`src/rtl/nibble_serial_tx_pkg.sv`:
```
// Shared definitions for the nibble serial transmitter: FSM state encoding,
// default timing parameters and small helper functions.
package nibble_serial_tx_pkg;

  localparam int DEFAULT_CLKS_PER_BIT = 4;
  localparam int DEFAULT_STOP_BITS    = 1;

  typedef enum logic [2:0] {
    ST_IDLE   = 3'd0,
    ST_START  = 3'd1,
    ST_DATA   = 3'd2,
    ST_PARITY = 3'd3,
    ST_STOP   = 3'd4
  } state_e;

  // Baud counter needs at least one bit even when each bit lasts one cycle.
  function automatic int baud_cnt_width(input int clks);
    return (clks > 1) ? $clog2(clks) : 1;
  endfunction

  function automatic logic even_parity(input logic [3:0] nib);
    return ^nib;
  endfunction

endpackage

```
`src/rtl/nibble_serial_tx_if.sv`:
```
// Load/data request and serial line/status bundle of the nibble transmitter.
interface nibble_serial_tx_if;

  logic       load;
  logic [3:0] data;
  logic       tx;
  logic       busy;
  logic       done;

  modport master (
    output load,
    output data,
    input  tx,
    input  busy,
    input  done
  );

  modport slave (
    input  load,
    input  data,
    output tx,
    output busy,
    output done
  );

endinterface

```
`src/rtl/nibble_serial_tx_bit_timer.sv`:
```
// Baud timer: counts 0..CLKS_PER_BIT-1 and flags the last cycle of each bit
// period with tick. clear holds the count at zero.
module nibble_serial_tx_bit_timer
  import nibble_serial_tx_pkg::*;
#(
  parameter int CLKS_PER_BIT = DEFAULT_CLKS_PER_BIT
) (
  input  logic clk,
  input  logic reset,
  input  logic clear,
  output logic tick
);

  localparam int            CW   = baud_cnt_width(CLKS_PER_BIT);
  localparam logic [CW-1:0] LAST = CW'(CLKS_PER_BIT - 1);

  logic [CW-1:0] cnt_q;
  logic [CW-1:0] cnt_d;

  always_ff @(posedge clk or posedge reset) begin
    if (reset) begin
      cnt_q <= '0;
    end else begin
      cnt_q <= cnt_d;
    end
  end

  always_comb begin
    cnt_d = cnt_q;
    if (clear || (cnt_q == LAST)) begin
      cnt_d = '0;
    end else begin
      cnt_d = cnt_q + CW'(1);
    end
  end

  assign tick = (cnt_q == LAST);

endmodule

```
`src/rtl/nibble_serial_tx.sv`:
```
// Nibble serial transmitter: start bit, 4 data bits LSB first, optional even
// parity bit (macro NIBBLE_TX_PARITY_EN), then STOP_BITS stop bits.
module nibble_serial_tx
  import nibble_serial_tx_pkg::*;
#(
  parameter int CLKS_PER_BIT = DEFAULT_CLKS_PER_BIT,
  parameter int STOP_BITS    = DEFAULT_STOP_BITS
) (
  input  logic               clk,
  input  logic               reset,
  nibble_serial_tx_if.slave  bus
);

  localparam logic STOP_LAST = 1'(STOP_BITS - 1);

  state_e     state_q;
  state_e     state_d;
  logic [3:0] shift_q;
  logic [3:0] shift_d;
  logic [1:0] bit_cnt_q;
  logic [1:0] bit_cnt_d;
  logic       stop_cnt_q;
  logic       stop_cnt_d;
  logic       tx_q;
  logic       tx_d;
  logic       busy_q;
  logic       busy_d;
  logic       done_q;
  logic       done_d;
`ifdef NIBBLE_TX_PARITY_EN
  logic       parity_q;
  logic       parity_d;
`endif

  logic tick;
  logic timer_clear;

  // Timer is held at zero while idle so a frame always starts on a fresh bit period.
  assign timer_clear = (state_q == ST_IDLE);

  nibble_serial_tx_bit_timer #(
    .CLKS_PER_BIT (CLKS_PER_BIT)
  ) u_bit_timer (
    .clk   (clk),
    .reset (reset),
    .clear (timer_clear),
    .tick  (tick)
  );

  always_ff @(posedge clk or posedge reset) begin
    if (reset) begin
      state_q    <= ST_IDLE;
      shift_q    <= '0;
      bit_cnt_q  <= '0;
      stop_cnt_q <= 1'b0;
      tx_q       <= 1'b1;
      busy_q     <= 1'b0;
      done_q     <= 1'b0;
`ifdef NIBBLE_TX_PARITY_EN
      parity_q   <= 1'b0;
`endif
    end else begin
      state_q    <= state_d;
      shift_q    <= shift_d;
      bit_cnt_q  <= bit_cnt_d;
      stop_cnt_q <= stop_cnt_d;
      tx_q       <= tx_d;
      busy_q     <= busy_d;
      done_q     <= done_d;
`ifdef NIBBLE_TX_PARITY_EN
      parity_q   <= parity_d;
`endif
    end
  end

  always_comb begin
    state_d    = state_q;
    shift_d    = shift_q;
    bit_cnt_d  = bit_cnt_q;
    stop_cnt_d = stop_cnt_q;
`ifdef NIBBLE_TX_PARITY_EN
    parity_d   = parity_q;
`endif
    case (state_q)
      ST_IDLE: begin
        if (!bus.load) begin
          state_d    = ST_START;
          shift_d    = bus.data;
          bit_cnt_d  = 2'd0;
          stop_cnt_d = 1'b0;
`ifdef NIBBLE_TX_PARITY_EN
          parity_d   = even_parity(bus.data);
`endif
        end
      end
      ST_START: begin
        if (tick) begin
          state_d = ST_DATA;
        end
      end
      ST_DATA: begin
        if (tick) begin
          shift_d   = {1'b0, shift_q[3:1]};
          bit_cnt_d = bit_cnt_q + 2'd1;
          if (bit_cnt_q == 2'd3) begin
`ifdef NIBBLE_TX_PARITY_EN
            state_d = ST_PARITY;
`else
            state_d = ST_STOP;
`endif
          end
        end
      end
`ifdef NIBBLE_TX_PARITY_EN
      ST_PARITY: begin
        if (tick) begin
          state_d = ST_STOP;
        end
      end
`endif
      ST_STOP: begin
        if (tick) begin
          if (stop_cnt_q == STOP_LAST) begin
            state_d    = ST_IDLE;
            stop_cnt_d = 1'b0;
          end else begin
            stop_cnt_d = stop_cnt_q + 1'b1;
          end
        end
      end
      default: begin
        state_d = ST_IDLE;
      end
    endcase
  end

  // Outputs are decoded from the next state so the registered line changes on the same edge as the state.
  always_comb begin
    tx_d   = 1'b1;
    busy_d = (state_d != ST_IDLE);
    done_d = (state_q == ST_STOP) && (state_d == ST_IDLE);
    case (state_d)
      ST_START:  tx_d = 1'b0;
      ST_DATA:   tx_d = shift_d[0];
`ifdef NIBBLE_TX_PARITY_EN
      ST_PARITY: tx_d = parity_q;
`endif
      default:   tx_d = 1'b1;
    endcase
  end

  assign bus.tx   = tx_q;
  assign bus.busy = busy_q;
  assign bus.done = done_q;

endmodule

```
`src/flat_wrapper.sv`:
```
// flat-port wrapper written by rule: the top's interface ports become plain ports
module nibble_serial_tx_flat import nibble_serial_tx_pkg::*;
#(
  parameter int CLKS_PER_BIT = DEFAULT_CLKS_PER_BIT,
  parameter int STOP_BITS    = DEFAULT_STOP_BITS
)
  (clk, reset, bus_load, bus_data, bus_tx, bus_busy, bus_done);
  nibble_serial_tx_if bus_i ();
  input  logic clk;
  input  logic reset;
  input wire logic [$bits(bus_i.load)-1:0] bus_load;
  input wire logic [$bits(bus_i.data)-1:0] bus_data;
  output wire logic [$bits(bus_i.tx)-1:0] bus_tx;
  output wire logic [$bits(bus_i.busy)-1:0] bus_busy;
  output wire logic [$bits(bus_i.done)-1:0] bus_done;
  assign bus_i.load = bus_load;
  assign bus_i.data = bus_data;
  assign bus_tx = bus_i.tx;
  assign bus_busy = bus_i.busy;
  assign bus_done = bus_i.done;
  nibble_serial_tx #(.CLKS_PER_BIT(CLKS_PER_BIT), .STOP_BITS(STOP_BITS)) u_core (.clk(clk), .reset(reset), .bus(bus_i));
endmodule
```
`config.mk`:
```
export PLATFORM = sky130hd
export DESIGN_NAME = nibble_serial_tx_flat
export DESIGN_NICKNAME = d
export VERILOG_FILES = /design/src/rtl/nibble_serial_tx_pkg.sv /design/src/rtl/nibble_serial_tx_if.sv /design/src/rtl/nibble_serial_tx_bit_timer.sv /design/src/rtl/nibble_serial_tx.sv /design/src/flat_wrapper.sv
export SDC_FILE = /design/constraint.sdc
export NUM_CORES = 1
export LEC_CHECK = 0
export ABC_AREA = 1
export ABC_CLOCK_PERIOD_IN_PS = 1400
export BUFFER_PORTS_ARGS = -buffer_cell sky130_fd_sc_hd__buf_4
export CORE_MARGIN = 3
export CORE_UTILIZATION = 43
export CTS_CLUSTER_SIZE = 14
export DETAILED_ROUTE_END_ITERATION = 10
export GPL_TIMING_DRIVEN = 0
export PLACE_DENSITY = 0.61
export SETUP_SLACK_MARGIN = 0.05
export SYNTH_ARGS = -nofsm -noshare
export SYNTH_HDL_FRONTEND = slang
export SYNTH_SLANG_ARGS = --single-unit
export TNS_END_PERCENT = 50
```
`constraint.sdc`:
```
create_clock -name clk -period 1.4 [get_ports clk]
set_input_delay 0.28 -clock clk [delete_from_list [all_inputs] [get_ports clk]]
set_output_delay 0.28 -clock clk [all_outputs]
set_load 0.01 [all_outputs]
```
Word-level counts from Yosys, hierarchy flattened. Cells that the tools add are included.

Register bits after elaboration: 15. Input bits: 7. Output and inout port bits: 3. Logic and storage cells: 50.

Add/subtract/negate cells: 3. Equality and inequality tests: 10. Multiplexer cells: 19. Reductions and logical operators: 9.

Operators with widths (count): 3-bit 2-to-1 mux (6); 3-bit one-hot mux with 4 select lines (1); 4-bit 2-to-1 mux (2); 4-bit one-hot mux with 2 select lines (1); 3-bit by 1-bit equality test with 1-bit output, second input constant (2); 3-bit by 2-bit equality test with 1-bit output, second input constant (2); 3-bit zero test (2); 2-bit 2-to-1 mux (3); 3-bit AND reduction (2); 2-bit by 1-bit adder with 2-bit output, second input constant (2); 2-bit equality test, second input constant (2); 2-bit by 1-bit != test with 1-bit output, second input constant (2); 1-bit one-hot mux with 2 select lines (2); 2-bit one-hot mux with 2 select lines (1); 2-bit nonzero test (2); 3-bit equality test, second input constant (1); 1-bit 2-to-1 mux (3); 3-bit nonzero test (1); 2-bit != test, second input constant (1); 1-bit adder, second input constant (1); 1-bit logical AND (1); 1-bit logical OR (1).

Longest topological paths before layout. Gate-level depths: netlist of run 1.

Depth after elaboration: 6. Gate-level depth with buffers: 8. Mapped depth without buffers: 8.

Modules after synthesis. From an unflattened synthesis of run 1, not the netlist that was laid out.

Cells, all modules: 85. Area total of the unflattened synthesis: 720.7 sq um.

Modules (own cells, without submodules): nibble_serial_tx (instances 1, cells an instance 75, area each 631.9 sq um, sequential area each 301.5 sq um); nibble_serial_tx_bit_timer (instances 1, cells an instance 10, area each 88.8 sq um, sequential area each 50.0 sq um).

Worst setup path before layout of run 1. OpenSTA, ideal clock, no wires.

Path type: register to register. Start: register u_core.u_bit_timer.cnt_q[0]. End: register u_core.done_q, in the netlist u_core.bus.done. Library setup time: 0.116 ns. Arrival time: 1.022 ns. Required time: 1.284 ns. Path slack: 0.262 ns. Cell stages (with the launch flop): 8. Buffers on the path: 0. Clock period less this slack: 1.138 ns. Path through: dfrtp_1 > ha_1 > inv_1 > nand3_1 > nand2_2 > nor2_2 > nand2_2 > nor2_2.

Cells in the longest elaborated chain, start to end: 5. Elaborated cells between the ends (all ways): 7. Classes of those cells: 1 x eq/ne; 4 x mux; 2 x reduce/logical.

Ends and longest elaborated chain: start: declaration (RTL line nibble_serial_tx_bit_timer.sv:17) `logic [CW-1:0] cnt_q;`; start signal: assignment (RTL line nibble_serial_tx_bit_timer.sv:24) `cnt_q <= cnt_d;`; 2-bit equality test (*) (RTL line nibble_serial_tx_bit_timer.sv:37) `assign tick = (cnt_q == LAST);`; 3-bit 2-to-1 mux, on equally long branches (RTL line nibble_serial_tx.sv:122, nibble_serial_tx.sv:97, nibble_serial_tx.sv:102); 3-bit one-hot mux with 4 select lines (*) (RTL line nibble_serial_tx.sv:84) `case (state_q)`; net u_core.state_d[0] (RTL line nibble_serial_tx.sv:17) `state_e state_d;`; 3-bit zero test (*) (RTL line nibble_serial_tx.sv:141) `done_d = (state_q == ST_STOP) && (state_d == ST_IDLE);`; 1-bit logical AND (*) (RTL line nibble_serial_tx.sv:141); net u_core.done_d (RTL line nibble_serial_tx.sv:29) `logic done_d;`; end signal: assignment (RTL line nibble_serial_tx.sv:69) `done_q <= done_d;`; end: declaration (RTL line nibble_serial_tx.sv:28) `logic done_q;`.

Mark *: on every way through the listed nets, which the timed path passes. The rest lies on a longest branch. A chain may end at the register's enable or synchronous reset.

Worst setup path in the final report of run 1. Ends and elaborated chain as after synthesis.

==> results of run 1 <==
## sequential cells by signal, indices dropped and copies added, names as in the netlist
signal / count
u_core.state_q: 3
u_core.bus.done: 1
u_core.u_bit_timer.cnt_q: 2
u_core.bus.busy: 1
u_core.bit_cnt_q: 2
u_core.shift_q: 4
u_core.bus.tx: 1
## layout by cell type, fill, tap and decap left out, types with 2 or more instances in the layout
cell,count
sky130_fd_sc_hd__nand3_1,14
sky130_fd_sc_hd__buf_4,9
sky130_fd_sc_hd__inv_1,7
sky130_fd_sc_hd__clkbuf_4,3
sky130_fd_sc_hd__nand2_2,3
sky130_fd_sc_hd__ha_1,2
sky130_fd_sc_hd__inv_2,4
sky130_fd_sc_hd__nand3_2,2
sky130_fd_sc_hd__nor2_2,4
sky130_fd_sc_hd__nand2_1,19
sky130_fd_sc_hd__nor2_1,6
sky130_fd_sc_hd__dfrtp_1,13
## cell type report
type                    instances  area share [%]
flip-flops and latches         14           43.10
multi-input cells              55           38.04
repair buffers                  9           8.282
inverters                      11           5.061
clock buffers                   4           3.221
well taps                      15           2.301
## final timing paths
| check | startpoint | end | slack, ns | cells past startpoint |
|---|---|---|---|---|
| worst max register to register | u_core.u_bit_timer.cnt_q[0]$_DFF_PP0_ | u_core.bus.done$_DFF_PP0_ | 0.16 | 7 |
| worst max-delay path | u_core.u_bit_timer.cnt_q[0]$_DFF_PP0_ | u_core.bus.done$_DFF_PP0_ | 0.16 | 7 |
| min in group clk | bus_data[3] | u_core.shift_q[3]$_DFFE_PP0P_ | 0.24 | 3 |
| max in group asynchronous | reset | u_core.bus.tx$_DFF_PP1_ | 1.02 | 2 |
| worst min register to register | u_core.u_bit_timer.cnt_q[0]$_DFF_PP0_ | u_core.u_bit_timer.cnt_q[0]$_DFF_PP0_ | 0.47 | 1 |
| worst min-delay path | reset | u_core.u_bit_timer.cnt_q[1]$_DFF_PP0_ | 0.02 | 2 |
## where the power goes
group	internal [mW]	total, mW	leakage, nW	switching, mW
sequential	0.556	0.654	0.177	0.0978
combinational	0.224	0.571	0.240	0.348
clock	0.111	0.231	0.0150	0.121
total	0.890	1.46	0.432	0.567
## critical path, cell delays in order, from the launching register on
cell and delay [ns]:
sky130_fd_sc_hd__dfrtp_1 0.38, sky130_fd_sc_hd__ha_2 0.22, sky130_fd_sc_hd__inv_1 0.11, sky130_fd_sc_hd__nand3_1 0.11
sky130_fd_sc_hd__nand2_2 0.07, sky130_fd_sc_hd__nor2_2 0.15, sky130_fd_sc_hd__nand2_2 0.07, sky130_fd_sc_hd__nor2_2 0.07
## kinds of logic after synthesis
family	synth area share (%)
buffers and inverters	5.978
AO/OA/AOI/OAI	1.268
flip-flops	50.91
AND/OR/NAND/NOR	36.41
adder cells (fa/ha/maj)	5.435
## stage by stage
step / hold WS [ns] / power (mW) / setup slack [ns]
2_1_floorplan: 0.1685 / 1.071 / 0.2624
3_3_place_gp: 0.3510 / 1.214 / 0.1389
3_5_place_dp: 0.3463 / 1.229 / 0.1350
4_1_cts: 0.03773 / 1.466 / 0.1326
5_1_grt: 0.05441 / 1.607 / 0.03676
6_report: 0.02402 / 1.457 / 0.1621
## routing by layer
metal	wire length, um	share of wire [%]	global-route usage [%]
met4	11	0.93	6.818
met1	533	45	16.99
met5	0	0	0
met3	71	6.0	7.031
met2	564	48	23.90
## repair_timing
item | CTS | global route
gates resized for setup | 0 | 3
endpoints found under the setup margin | 0 | 8
hold buffers | 0 | 0
==> flow_summary.toml, run 1 <==
[cts]
clock_tree_from_tritoncts = "yes"
cts_root_buf = "sky130_fd_sc_hd__clkbuf_4"
cts.sinks = 14
cts-buffers-inserted = 3
post_cts_buffers = 0
clk_transition_reported_paths_ns = 0.08
clock_insertion_delay_worst_skew_ns = 0.28
cts_max_level = 1
max-clock-path-buffers = 2

[placement]
placed_cell_area_sq_um = 777.0
routability_congestion = 0.7865
total_instance_count_after_detailed_placement = 104
i_o_buffers = 9
hpwlAfterDp_um = 908.1

[yosys]
synthTopCellsByCount = "sky130_fd_sc_hd__nand2_1, sky130_fd_sc_hd__nand3_1, sky130_fd_sc_hd__dfrtp_1"
syn_nets = 90
synth_top_cell_area_share_pct = 47.10
yosysWarnings = 0
synth.cell_area_sq_um = 690.7
yosys.cell_count.top_type = "sky130_fd_sc_hd__nand2_1"
syn_avg_cell_area_sq_um = 8.633
synth.largest_area_cell = "sky130_fd_sc_hd__dfrtp_1"
edff_count_synth = 0
synthesis.instances = 80
yosys_register_bits = 14
synth_async_sr_flop_share_pct = 100.0
yosysSeqAreaShare_pct = 50.91
synth.top_cells.by_area = "sky130_fd_sc_hd__dfrtp_1, sky130_fd_sc_hd__nand3_1, sky130_fd_sc_hd__nand2_1"
dominantRegCellSynth = "sky130_fd_sc_hd__dfrtp_1"
library_cells_used_by_synthesis = 14

[global_route]
grt_max_degree = 15
grt_pass1_wl_mm = 2.201
number_of_global_route_vias_before_repair = 557
antenna_violations_before_repair = 0
track_usage_pct = 15.04
grt.overflow.total = 0

[route]
drt_first_iter_violations = 5
drtAntennaViolNets = 0
finalWirelength_mm = 1.180
wire_per_inst_um = 10.93
drtPass1Iterations = 4
drt_drc = 0
vias = 536
avgViaCountPerCell = 4.963

[timing]
timing.final.crit_period_ns = 1.238
timing_worst_slew_pin_value_ns = 0.5019
timing.clock.skew_ns = 0.004818
totalNegativeSetupSlack_ns = 0
setup_viol = 0
fmax_ghz = 0.8078
max_slew_margin_pct = 66.50
report.final.hold_viol_count = 0
layout_worst_path_cycle_share_pct = 88.42
setup_repair_after_global_routing_missed_its_margin = "true"
finalMaxSlewViolations = 0

[floorplan]
die_height_um = 46.08
chipWidth_um = 46.08
num_rows = 13
initial_core_util_pct = 49.37
io_pins = 10
design.die.area_sq_um = 2123
placeableCoreArea_sq_um = 1399

[worst_setup_path]
crit_path_max_fanout = 4
timing.critical_path.from_type = "flop"
cp-end-kind = "flop"
critical_path_class = "flop to flop"
cp.required_ns = 1.61
worst_ep_arrival_time_ns = 1.45

[power_and_ir_drop]
static-leakage-power_nw = 0.4322
vdd_ir_drop_max_mv = 0.8981
power-per-cell-area_nw_per_um2 = 1786

[finish]
final_core_utilization_pct = 58.32
layout-drive-gt1-share_pct = 32.26
antennaDiodeCount = 0
area_growth_syn_to_layout_pct = 18.12
fin_area_sq_um = 815.8
n_fill_cell = 128
multi_input_comb_area_sq_um = 310.3
layout.cells.non_filler = 108
final_layout_net_count = 104
final-seq-area_sq_um = 351.6

[worst_hold_path]
min_path_type = "input port to async pin"

[job]
drv.max_cap_violation_count = 0

[run_status]
status = "complete, no violations"
No activity file was read; power rests on OpenSTA's default activity.
==> run 2, diff against run 1 <==
--- a/config.mk
+++ b/config.mk
@@ -5,7 +5,6 @@
 export SDC_FILE = /design/constraint.sdc
 export NUM_CORES = 1
 export LEC_CHECK = 0
-export ABC_AREA = 1
 export ABC_CLOCK_PERIOD_IN_PS = 1400
 export BUFFER_PORTS_ARGS = -buffer_cell sky130_fd_sc_hd__buf_4
 export CORE_MARGIN = 3
==> run 2 against run 1 <==
Utilization rose by 7.1 points. Sequential cell count unchanged. Non-clock buffer count up 11. Final area is 13% higher. Synthesized cell count fell by 28%. Critical path depth decreased by 3. Clock skew is 0.0031 ns lower. Critical endpoint is now u_core.shift_q[3]$_DFFE_PP0P_. Largest cell class unchanged. Highest routed layer unchanged.
==> flow_summary.toml, run 2 <==
[finish]
layout.cells.non_filler = 94
antennaDiodeCount = 0
final_layout_net_count = 90
number_of_flip_flops_under_the_largest_register_name = 4
final_core_utilization_pct = 65.43
reg_top3 = "u_core.shift_q (4), u_core.state_q (3)"
fin_area_sq_um = 925.9
layout-drive-gt1-share_pct = 46.84
max_flop_register = "u_core.shift_q"
area_growth_syn_to_layout_pct = 31.21
final_common_cell = "sky130_fd_sc_hd__buf_4"
n_fill_cell = 118
layout_common_cells = "sky130_fd_sc_hd__buf_4, sky130_fd_sc_hd__dfrtp_1, sky130_fd_sc_hd__nand2_1"

[yosys]
synth.cell_area_sq_um = 705.7
synth_async_sr_flop_share_pct = 100.0
synth.top_cells.by_area = "sky130_fd_sc_hd__dfrtp_1, sky130_fd_sc_hd__ha_1, sky130_fd_sc_hd__dfstp_2"
syn_avg_cell_area_sq_um = 12.17
edff_count_synth = 0
syn_nets = 68
library_cells_used_by_synthesis = 30
yosys.cell_count.top_type = "sky130_fd_sc_hd__dfrtp_1"
synthTopCellsByCount = "sky130_fd_sc_hd__dfrtp_1, sky130_fd_sc_hd__nand2_1"
yosysWarnings = 0
dominantRegCellSynth = "sky130_fd_sc_hd__dfrtp_1"
synth_top_cell_area_share_pct = 46.10
yosysSeqAreaShare_pct = 49.82
yosys_register_bits = 14
synthesis.instances = 58
synth.largest_area_cell = "sky130_fd_sc_hd__dfrtp_1"

[route]
drt_drc = 0
vias = 494
drt_first_iter_violations = 3
drtAntennaViolNets = 0
detailed_routed_wire_length_on_met2_um = 605
highest-signal-layer = "met4"
finalWirelength_mm = 1.309
wire_per_inst_um = 13.93
route.layer.met1.wl_um = 637
route.met3.wl_um = 52
drtPass1Iterations = 4
avgViaCountPerCell = 5.255

[timing]
setup_repair_after_global_routing_missed_its_margin = "true"
finalMaxSlewViolations = 0
timing_worst_slew_pin_value_ns = 0.5374
report.final.hold_viol_count = 0
setup_viol = 0
layout_worst_path_cycle_share_pct = 93.24
timing.final.crit_period_ns = 1.305
timing.clock.skew_ns = 0.001747
fin_worst_hold_slack_ns = 0.04156
fmax_ghz = 0.7661
max_slew_margin_pct = 64.13
worst_setup_margin_ns = 0.09464

[power_and_ir_drop]
vdd_ir_drop_max_mv = 0.9777
power-per-cell-area_nw_per_um2 = 1825
static-leakage-power_nw = 0.4213

[worst_setup_path]
worst_ep_arrival_time_ns = 1.47
crit_path_max_fanout = 7
cp.required_ns = 1.57
cp-end-kind = "flop"
reg2reg_from = "u_core.state_q[0]$_DFF_PP0_"
critPathLaunch = "u_core.state_q[0]$_DFF_PP0_"
critical_path_class = "flop to flop"
timing.critical_path.from_type = "flop"

[placement]
placed_cell_area_sq_um = 792.0
i_o_buffers = 9
routability_congestion = 0.7221
post-place-ws_ns = -0.05055
hpwlAfterDp_um = 834.2
total_instance_count_after_detailed_placement = 82

[cts]
clk_transition_reported_paths_ns = 0.08
clock_insertion_delay_worst_skew_ns = 0.27
cts_root_buf = "sky130_fd_sc_hd__clkbuf_4"
cts-buffers-inserted = 3
holdBufCountCts = 0
max-clock-path-buffers = 2
clock_tree_from_tritoncts = "yes"
cts_max_level = 1
cts.sinks = 14

[global_route]
track_usage_pct = 14.54
number_of_global_route_vias_before_repair = 453
grt.overflow.total = 0
grt_pass1_wl_mm = 2.166
grt_max_degree = 15
antenna_violations_before_repair = 0

[floorplan]
io_pins = 10
num_rows = 13
design.die.area_sq_um = 2163
die_height_um = 46.51
initial_core_util_pct = 49.87
chipWidth_um = 46.51
placeableCoreArea_sq_um = 1415

[run_status]
status = "complete, no violations"

[job]
drv.max_cap_violation_count = 0

[worst_hold_path]
min_path_type = "input port to async pin"
[run 2: cell count changes in the layout (fill, tap and decap cells not counted), sizes merged, moves of 2 or more]
| cell | delta |
|---|---|
| nor3 | +2 |
| nor3b | +2 |
| nand3 | -13 |
| a22o | +2 |
| a22oi | +3 |
| nand2 | -17 |
| nor2b | +2 |
| inv | -9 |
| buf | +11 |
| nor2 | -8 |
[run 2: per-layer routing]
| layer | global-route usage [%] | vias to the layer above |
|---|---|---|
| met5 | 0 | - |
| met4 | 5.114 | 0 |
| met3 | 5.859 | 2 |
| met2 | 21.15 | 9 |
| met1 | 19.24 | 225 |
| li1 | - | 258 |
[run 2: cell type report]
class | count | area, sq um | area share [%]
well taps | 15 | 18.77 | 2.027
clock buffers | 4 | 36.28 | 3.919
repair buffers | 17 | 127.6 | 13.78
flip-flops and latches | 14 | 351.6 | 37.97
inverters | 2 | 7.507 | 0.8108
multi-input cells | 39 | 350.3 | 37.84
plain buffers | 3 | 33.78 | 3.649
[run 2: final timing paths]
path / endpoint / slack, ns / cells after the start
max: u_core.shift_q[3]$_DFFE_PP0P_ / 0.09 / 4
min: u_core.state_q[2]$_DFF_PP0_ / 0.04 / 2
max reg2reg: u_core.shift_q[3]$_DFFE_PP0P_ / 0.09 / 4
min reg2reg: u_core.bit_cnt_q[0]$_DFFE_PP0P_ / 0.49 / 1
max in group asynchronous: u_core.bus.tx$_DFF_PP1_ / 0.99 / 2
min in group clk: u_core.shift_q[2]$_DFFE_PP0P_ / 0.22 / 3
[run 2: kinds of logic after synthesis]
kind of cell / share of synthesized area [%]
mux: 1.418
simple gates: 23.94
buf+inv: 4.433
fa+ha+maj: 5.320
compound gates: 15.07
flops: 49.82
[run 2: timing repair]
item	in CTS	in global routing
resized for setup	3	5
setup endpoints to repair	7	6
pin swaps	4	5
buffers inserted	3	5
[run 2: metrics by stage]
stage | power, mW | setup TNS (ns)
2_1_floorplan | 1.075 | 0
3_3_place_gp | 1.209 | -0.1529
3_5_place_dp | 1.212 | -0.1155
4_1_cts | 1.586 | 0
5_1_grt | 1.833 | -0.002002
6_report | 1.690 | 0
[run 2: report_power, final]
group	internal, mW	switching, mW	total, mW
clock	0.158	0.126	0.284
combinational	0.425	0.333	0.759
sequential	0.554	0.0923	0.646
total	1.14	0.552	1.69
[run 2: critical path, stage by stage, from the launching register on]
cell                       delay (ns)
sky130_fd_sc_hd__dfrtp_1         0.41
sky130_fd_sc_hd__buf_6           0.15
sky130_fd_sc_hd__and4bb_4        0.38
sky130_fd_sc_hd__nor2_2          0.06
sky130_fd_sc_hd__a22o_2          0.21
==> run 3, diff against run 2 <==
--- a/config.mk
+++ b/config.mk
@@ -8,11 +8,11 @@
 export ABC_CLOCK_PERIOD_IN_PS = 1400
 export BUFFER_PORTS_ARGS = -buffer_cell sky130_fd_sc_hd__buf_4
 export CORE_MARGIN = 3
-export CORE_UTILIZATION = 43
+export CORE_UTILIZATION = 50
 export CTS_CLUSTER_SIZE = 14
 export DETAILED_ROUTE_END_ITERATION = 10
 export GPL_TIMING_DRIVEN = 0
-export PLACE_DENSITY = 0.61
+export PLACE_DENSITY = 0.69
 export SETUP_SLACK_MARGIN = 0.05
 export SYNTH_ARGS = -nofsm -noshare
 export SYNTH_HDL_FRONTEND = slang
==> run 3 against run 2 <==
Hold slack got worse by 0.010 ns. Cell count decreased by 1.1%. Sequential share of layout area is 0.20 points lower. Via count is 3.0% higher. Largest power group unchanged. Clock skew increased by 0.0055 ns. Highest routed layer unchanged.
==> flow_summary.toml, run 3 (synthesis results as in run 2) <==
[run_status]
status = "complete, no violations"

[placement]
routability_congestion = 0.7783
hpwlAfterDp_um = 857.1
total_instance_count_after_detailed_placement = 81
i_o_buffers = 9

[worst_setup_path]
cp.required_ns = 1.57
critical_path_class = "flop to flop"
critical-path-top-delay-family = "simple AND/OR/NAND/NOR gates"
worst_ep_arrival_time_ns = 1.47
cp-end-kind = "flop"
crit_path_max_fanout = 7
critical-path-max-stage-delay_ns = 0.41
reg2reg_slack_ns = 0.1
worst_path_max_delay_cell = "sky130_fd_sc_hd__dfrtp_1"
timing.critical_path.from_type = "flop"
cp.buffers_inverters = 1
timing.critical_path.cells = "buf_6, and4bb_4, nor2_2, a22o_2"

[floorplan]
num_rows = 12
placeableCoreArea_sq_um = 1216
design.die.area_sq_um = 1898
chipWidth_um = 43.57
io_pins = 10
die_height_um = 43.57
initial_core_util_pct = 58.02

[global_route]
grt.overflow.total = 0
grt_max_degree = 15
antenna_violations_before_repair = 0
track_usage_pct = 14.96
number_of_global_route_vias_before_repair = 485
grt_pass1_wl_mm = 2.118

[power_and_ir_drop]
static-leakage-power_nw = 0.4203
vdd_ir_drop_max_mv = 0.9642
power-per-cell-area_nw_per_um2 = 1825
finalPower_mw = 1.699

[cts]
clk_transition_reported_paths_ns = 0.09
clock_tree_from_tritoncts = "yes"
max-clock-path-buffers = 2
holdBufCountCts = 0
cts-buffers-inserted = 3
cts_max_level = 1
clock_insertion_delay_worst_skew_ns = 0.28
cts.sinks = 14
cts_root_buf = "sky130_fd_sc_hd__clkbuf_4"

[timing]
layout_worst_path_cycle_share_pct = 92.99
setup_repair_after_global_routing_missed_its_margin = "true"
timing.final.crit_period_ns = 1.302
setup_viol = 0
fmax_ghz = 0.7681
timing_worst_slew_pin_value_ns = 0.5190
max_slew_margin_pct = 65.36
finalMaxSlewViolations = 0
totalNegativeSetupSlack_ns = 0
timing.clock.skew_ns = 0.007272
report.final.hold_viol_count = 0

[finish]
max_flop_register = "u_core.shift_q"
final_layout_net_count = 90
final_core_utilization_pct = 76.54
layout_common_cells = "sky130_fd_sc_hd__buf_4, sky130_fd_sc_hd__dfrtp_1, sky130_fd_sc_hd__nand2_1"
layout.cells.non_filler = 93
final_common_cell = "sky130_fd_sc_hd__buf_4"
reg_top3 = "u_core.shift_q (4), u_core.state_q (3)"
area_growth_syn_to_layout_pct = 31.91
number_of_flip_flops_under_the_largest_register_name = 4
antennaDiodeCount = 0
layout-drive-gt1-share_pct = 46.84

[route]
drt_first_iter_violations = 4
avgViaCountPerCell = 5.473
drtAntennaViolNets = 0
vias = 509
finalWirelength_mm = 1.329
drtPass1Iterations = 5
wire_per_inst_um = 14.29
drt_drc = 0

[job]
drv.max_cap_violation_count = 0

[worst_hold_path]
min_path_type = "input port to async pin"
run 3: cell count changes in the layout (fill, tap and decap cells not counted):
cell                       before  now
sky130_fd_sc_hd__clkbuf_8       1    0
sky130_fd_sc_hd__clkbuf_1       0    1
sky130_fd_sc_hd__buf_4         17   16
sky130_fd_sc_hd__mux2i_2        0    1
sky130_fd_sc_hd__mux2i_1        1    0
sky130_fd_sc_hd__buf_12         0    1
run 3: where the power goes:
group          switching, mW  total, mW  leakage, nW  internal (mW)
Sequential            0.0954      0.650        0.175          0.554
Combinational          0.347      0.812        0.230          0.465
Clock                  0.127      0.238       0.0150          0.110
run 3: final cells by class:
type	instances	area (sq um)
Clock buffer	4	26.28
Buffer	3	33.78
Tap cell	14	17.52
Sequential cell	14	351.6
Inverter	2	7.507
Timing Repair Buffer	17	140.1
Fill cell	80	285.3
Multi-Input combinational cell	39	354.1
run 3: final timing paths:
check	start	endpoint	depth (start not counted)
max in group asynchronous	reset	u_core.bus.tx$_DFF_PP1_	2
worst min-delay path	reset	u_core.bit_cnt_q[0]$_DFFE_PP0P_	2
worst min register to register	u_core.bit_cnt_q[0]$_DFFE_PP0P_	u_core.bit_cnt_q[0]$_DFFE_PP0P_	1
worst max register to register	u_core.state_q[0]$_DFF_PP0_	u_core.shift_q[3]$_DFFE_PP0P_	4
worst max-delay path	u_core.state_q[0]$_DFF_PP0_	u_core.shift_q[3]$_DFFE_PP0P_	4
min in group clk	bus_data[2]	u_core.shift_q[2]$_DFFE_PP0P_	3
run 3: through the flow:
step / instance area [sq um] / setup slack (ns) / hold WS (ns)
after floorplan: 705.7 / 0.07798 / 0.1685
after global placement: 790.8 / -0.04334 / 0.3510
after detailed placement: 790.8 / -0.03754 / 0.3711
after CTS: 840.8 / 0.05163 / 0.06191
after global routing: 930.9 / 0.03150 / 0.05860
final: 930.9 / 0.09812 / 0.03128
run 3: layer usage:
metal  global-route usage [%]  up-vias  wire length [um]
li1                         -      257                 -
met1                    19.79      239               654
met2                    22.67        9               603
met3                    3.734        4                50
met4                    7.229        0                21
met5                        0        -                 0
run 3: what timing repair did:
item,4_1_cts,5_1_grt
pin swaps,4,5
endpoints found under the setup margin,7,7
gates resized for setup,3,6
buffers inserted,1,7
